==> config.mk <==
export PLATFORM = sky130hd
export DESIGN_NAME = hazard_sched
export DESIGN_NICKNAME = d
export VERILOG_FILES = /design/src/rtl/hazard_sched.sv
export SDC_FILE = /design/constraint.sdc
export NUM_CORES = 1
export LEC_CHECK = 0
export ABC_AREA = 1
export CELL_PAD_IN_SITES_DETAIL_PLACEMENT = 1
export CELL_PAD_IN_SITES_GLOBAL_PLACEMENT = 1
export CORE_ASPECT_RATIO = 0.8
export CORE_MARGIN = 5
export CORE_UTILIZATION = 38
export CTS_CLUSTER_DIAMETER = 80
export CTS_CLUSTER_SIZE = 10
export DETAILED_ROUTE_END_ITERATION = 10
export HOLD_SLACK_MARGIN = 0.06
export PLACE_DENSITY = 0.9
export SYNTH_ARGS = -nofsm -noshare
export SYNTH_HDL_FRONTEND = slang
export SYNTH_SLANG_ARGS = --single-unit
==> constraint.sdc <==
create_clock -name clk -period 2.25 [get_ports clk]
set_input_delay 0.45 -clock clk [delete_from_list [all_inputs] [get_ports clk]]
set_output_delay 0.45 -clock clk [all_outputs]
set_load 0.1 [all_outputs]
==> src/rtl/hazard_sched.sv <==
// Issue/stall/squash scheduler for the A->B->C control pipeline: tracks the
// destinations held in stages B and C, sequences the multi-cycle MUL and counts stalls.
module hazard_sched #(
    parameter int MUL_LAT = 3,
    parameter int CNT_W   = 16
) (
    input  logic             clk,
    input  logic             rst,
    input  logic [15:0]      id_inst,
    input  logic             id_valid,
    input  logic             br_taken,
    output logic             issue,
    output logic             stall,
    output logic             bubble,
    output logic             flush,
    output logic             fwd_a,
    output logic             fwd_b,
    output logic             mul_busy,
    output logic [CNT_W-1:0] stall_cnt
);
    localparam int              MC_W     = (MUL_LAT > 1) ? $clog2(MUL_LAT) : 1;
    localparam logic [MC_W-1:0] MUL_LOAD = MC_W'(MUL_LAT - 1);
    localparam logic [3:0]      OP_J     = 4'd11;
    localparam logic [3:0]      OP_BR    = 4'd12;
    localparam logic [3:0]      OP_MUL   = 4'd15;

    typedef struct packed {
        logic       valid;
        logic       wr;
        logic [3:0] rd;
        logic       is_mul;
        logic       is_br;
    } tag_t;

    function automatic logic [CNT_W-1:0] sat_inc(input logic [CNT_W-1:0] v);
        return (&v) ? v : v + CNT_W'(1);
    endfunction

    // Register 0 is hard-wired, so it never creates a dependency.
    function automatic logic reg_hit(input logic en, input logic [3:0] src, input tag_t t);
        return en && t.valid && t.wr && (t.rd != 4'd0) && (src == t.rd);
    endfunction

    tag_t              b_q, b_d, c_q, c_d, id_tag;
    logic [MC_W-1:0]   mul_cnt_q, mul_cnt_d;
    logic [CNT_W-1:0]  stall_cnt_q, stall_cnt_d;

    logic [3:0] id_op, id_rd, id_rs, id_rt, src_a, src_b;
    logic       id_is_j, id_is_br, id_is_mul, id_is_i;
    logic       src_a_en, src_b_en;
    logic       busy, br_squash, raw_hit;
    logic       unused_c_flags;

    assign id_op     = id_inst[15:12];
    assign id_rd     = id_inst[11:8];
    assign id_rs     = id_inst[7:4];
    assign id_rt     = id_inst[3:0];
    assign id_is_j   = (id_op == OP_J);
    assign id_is_br  = (id_op == OP_BR);
    assign id_is_mul = (id_op == OP_MUL);
    assign id_is_i   = id_op inside {4'd2, 4'd6, 4'd7, 4'd8, 4'd9, 4'd10};

    // Branches read rd/rs in the slots where other classes read rs/rt.
    assign src_a    = id_is_br ? id_rd : id_rs;
    assign src_b    = id_is_br ? id_rs : id_rt;
    assign src_a_en = !id_is_j;
    assign src_b_en = !(id_is_j || id_is_i);

    assign id_tag = '{valid:  1'b1,
                      wr:     !(id_is_j || id_is_br),
                      rd:     id_rd,
                      is_mul: id_is_mul,
                      is_br:  id_is_br};

    assign busy      = b_q.is_mul && (mul_cnt_q != '0);
    assign br_squash = b_q.valid && b_q.is_br && br_taken;
    assign raw_hit   = id_valid && (reg_hit(src_a_en, src_a, b_q) || reg_hit(src_b_en, src_b, b_q));

    assign unused_c_flags = c_q.is_mul ^ c_q.is_br;
    assign stall_cnt      = stall_cnt_q;

    always_comb begin
        issue    = 1'b0;
        stall    = 1'b0;
        bubble   = 1'b0;
        flush    = 1'b0;
        fwd_a    = 1'b0;
        fwd_b    = 1'b0;
        mul_busy = 1'b0;
        if (!rst) begin
            mul_busy = busy;
            if (busy) begin
                stall  = 1'b1;
                bubble = 1'b1;
            end else if (br_squash) begin
                flush  = 1'b1;
                bubble = 1'b1;
            end else if (raw_hit) begin
                stall  = 1'b1;
                bubble = 1'b1;
            end else if (id_valid) begin
                issue = 1'b1;
                flush = id_is_j;
                fwd_a = reg_hit(src_a_en, src_a, c_q);
                fwd_b = reg_hit(src_b_en, src_b, c_q);
            end
        end
    end

    always_comb begin
        b_d       = b_q;
        c_d       = c_q;
        mul_cnt_d = mul_cnt_q;
        if (busy) begin
            c_d       = '0;
            mul_cnt_d = mul_cnt_q - MC_W'(1);
        end else begin
            c_d = b_q;
            b_d = issue ? id_tag : '0;
            if (issue && id_is_mul) begin
                mul_cnt_d = MUL_LOAD;
            end
        end
        stall_cnt_d = stall ? sat_inc(stall_cnt_q) : stall_cnt_q;
    end

    // B/C tag stage boundary
    always_ff @(posedge clk or posedge rst) begin
        if (rst) begin
            b_q         <= '0;
            c_q         <= '0;
            mul_cnt_q   <= '0;
            stall_cnt_q <= '0;
        end else begin
            b_q         <= b_d;
            c_q         <= c_d;
            mul_cnt_q   <= mul_cnt_d;
            stall_cnt_q <= stall_cnt_d;
        end
    end
endmodule

==> flow_summary.ini, run 1 <==
[placed_design]
gp_congestion = 0.916
placed_area_um2 = 3180
hpwl_mm = 6.92
io_buffers = 42
post-place-ws_ns = -0.742
dpl.cell_count = 480

[critical_path]
crit_chain = inv_2 -> nand2_4 -> o21bai_4 -> nor2_1 -> nand2_1 -> inv_1 -> nand3_2 -> nand2_4 -> nor2_4 -> nand2_4 -> nor3_4 -> buf_12
crit_end = fwd_a
cpMostUsedCell = nand2_4
r2r-start = stall_cnt[0]
slowest_stage = dfrtp_1
critPathLaunchType = flip-flop
critPathBufInv = 3
reg2reg_to = stall_cnt[8]
critical_path_cell_count = 12
r2r_cells = 10
startpoint = b_q[3]
r2r_slack_ns = -0.07
crit_path_end_kind = output pin
slowest_delay_ns = 0.44
crit_family = simple AND/OR/NAND/NOR gates
cp.required_ns = 1.80
arrival_ns = 2.21
worst-setup-path-type = reg2out
worst-path-max-fanout = 3

[finish]
mostFrequentLayoutCells = 76 x nand2_1, 56 x buf_4, 37 x inv_1
syn2layout_area_growth_pct = 58.6
fin_area_um2 = 3690
nNetsFinal = 440
final_common_cell = nand2_1
stdcell_count = 500
post-route-util = 0.624
antenna_cells = 0
drive_above_1_share = 0.415
fill_cells = 709

[power]
pwr_density_cell_nw_per_um2 = 507
irDropWorstVdd_v = 0.000343
total_power_mw = 1.87
p_leak_nw = 1.77

[sta]
finalClockSkew_ns = 0.0151
report.final.hold_viol_count = 0
fin_hold_ws_ns = 0.523
fin_ws_ns = -0.414
slew_violations = 0
fin_crit_sh = 1.18
max_slew_margin = 0.634
rsz0062_at_grt = yes
final.setup.tns_ns = -2.12
finalSetupViolCount = 14
fmax_ghz = 0.375
final.min_clock_period_ns = 2.66
worst_pin_slew_ns = 0.545

[yosys]
synth_compound_area_frac = 0.0409
yosys.area_share.simple = 0.426
synth_top_family_by_area = simple AND/OR/NAND/NOR gates
yosys_warnings = 0
synth_xor_area_frac = 0.0678
synth_area_leader_cell = dfrtp_1
synth_top_area_share = 0.344
synthMuxAreaShare = 0
synth_seq_cells = 32
syn_inst = 325
synth_seq_area_share = 0.344
mappedNetlistArea_um2 = 2320
avgSynthCellArea_um2 = 7.15
synthTopCellsByArea = dfrtp_1 34%, nand2_1 14%, nand3_1 11%
synth_fa_ha_area_frac = 0.0108
ys_types = 29
synth_nets = 347

[route]
ant_nets = 0
via_per_inst = 6.19
drt_first_iter_violations = 386
drt_wl_total_mm = 13.5
vias = 3097
wl_per_cell_um = 26.9
dr.pass1.iters = 7
drcViolationCount = 0

[clock_network]
clk_latency_ns = 0.30
htree_levels = 2
cts_buffer_depth = 2
cts_sinks = 32
cts_root_buf = clkbuf_8
clk_pin_slew_ns = 0.08
cts_buffers = 5
cts_tree = yes

[floorplanning]
start_util = 0.393
pin_count = 43
rows = 25
coreArea_um2 = 5910
die_area_um2 = 7790
die_x_um = 97.4
die_h_um = 80.0

[global_route]
grt_start_max_net_pins = 33
antenna_found_initial = 0
grt_pass1_vias = 3066
grt_pass1_wl_mm = 17.9
grt_util_all_layers = 0.302
overflow = 0

[run_status]
failed_checks = negative setup slack
outcome = finished, violations left

[job]
max_cap_viol_count = 0

[worst_hold_path]
worstHoldPathType = reg2reg
==> Yosys cell counts (all sizes together) <==
cell type	instances
a211oi	2
a21oi	3
a31oi	2
buf	5
clkbuf	3
dfrtp	32
ha	2
inv	45
nand2	103
nand3	55
nand3b	2
nand4	4
nor2	31
nor3	9
o21ai	4
o21bai	1
o22ai	4
xnor2	3
xor2	15
==> worst min-delay path: cells and delay by family (launching register included) <==
kind	cells	cell delay, ns
AO/OA/AOI/OAI	1	0.07
flip-flops	1	0.35
AND/OR/NAND/NOR	1	0.06
==> cell type report <==
| cell class | count | area (um^2) | share of cell area |
|---|---|---|---|
| multi-input cells | 241 | 1580 | 0.427 |
| repair buffers | 93 | 893 | 0.242 |
| flip-flops and latches | 32 | 818 | 0.222 |
| inverters | 45 | 188 | 0.0509 |
| well taps | 81 | 101 | 0.0275 |
| clock buffers | 5 | 68.8 | 0.0187 |
| clock inverters | 3 | 42.5 | 0.0115 |
==> worst min path at each step <==
| stage | from | endpoint | depth (start not counted) | slack [ns] |
|---|---|---|---|---|
| after CTS | b_q[0] | b_q[0] | 2 | 0.52 |
| after global placement | mul_cnt_q[0] | mul_cnt_q[0] | 2 | 0.48 |
| final | b_q[0] | b_q[0] | 2 | 0.52 |
| after detailed placement | b_q[0] | b_q[0] | 2 | 0.49 |
| after floorplan | rst | b_q[0] | 1 | 0.38 |
| after global routing | mul_cnt_q[0] | mul_cnt_q[0] | 2 | 0.56 |
==> registers in the layout, summed over array words and instances (netlist names) <==
name       count
b_q            8
c_q            6
mul_cnt_q      2
stall_cnt     16
==> repair_timing <==
item / 4_1_cts / 5_1_grt
resized for setup: 66 / 43
hold buffers: 0 / 0
setup buffers: 9 / 3
setup endpoints to repair: 23 / 23
pin swaps: 19 / 23
cloned: 1 / 0
==> cell families after synthesis <==
family,after synthesis
buf+inv,53
compound gates,16
simple gates,204
flops,32
xor+xnor,18
fa+ha+maj,2
==> power breakdown <==
part | internal [mW] | total (mW) | switching [mW]
combinational | 0.207 | 0.616 | 0.409
clock | 0.328 | 0.580 | 0.252
sequential | 0.624 | 0.673 | 0.0485
total | 1.16 | 1.87 | 0.710
==> per-layer routing <==
layer  track usage  vias to the layer above  part of all wire
met3        0.0734                      100             0.098
met1         0.342                     1498              0.36
met5             0                        -                 0
met2         0.532                      277              0.47
met4         0.156                        0             0.072
li1              -                     1222                 -
No activity file was read; power rests on OpenSTA's default activity.
==> inputs of run 2 (changes only) <==
- GPL_ROUTABILITY_DRIVEN: unset -> 0
==> results of run 2 <==
Final layout, timing and power as in run 1 (identical DEF).
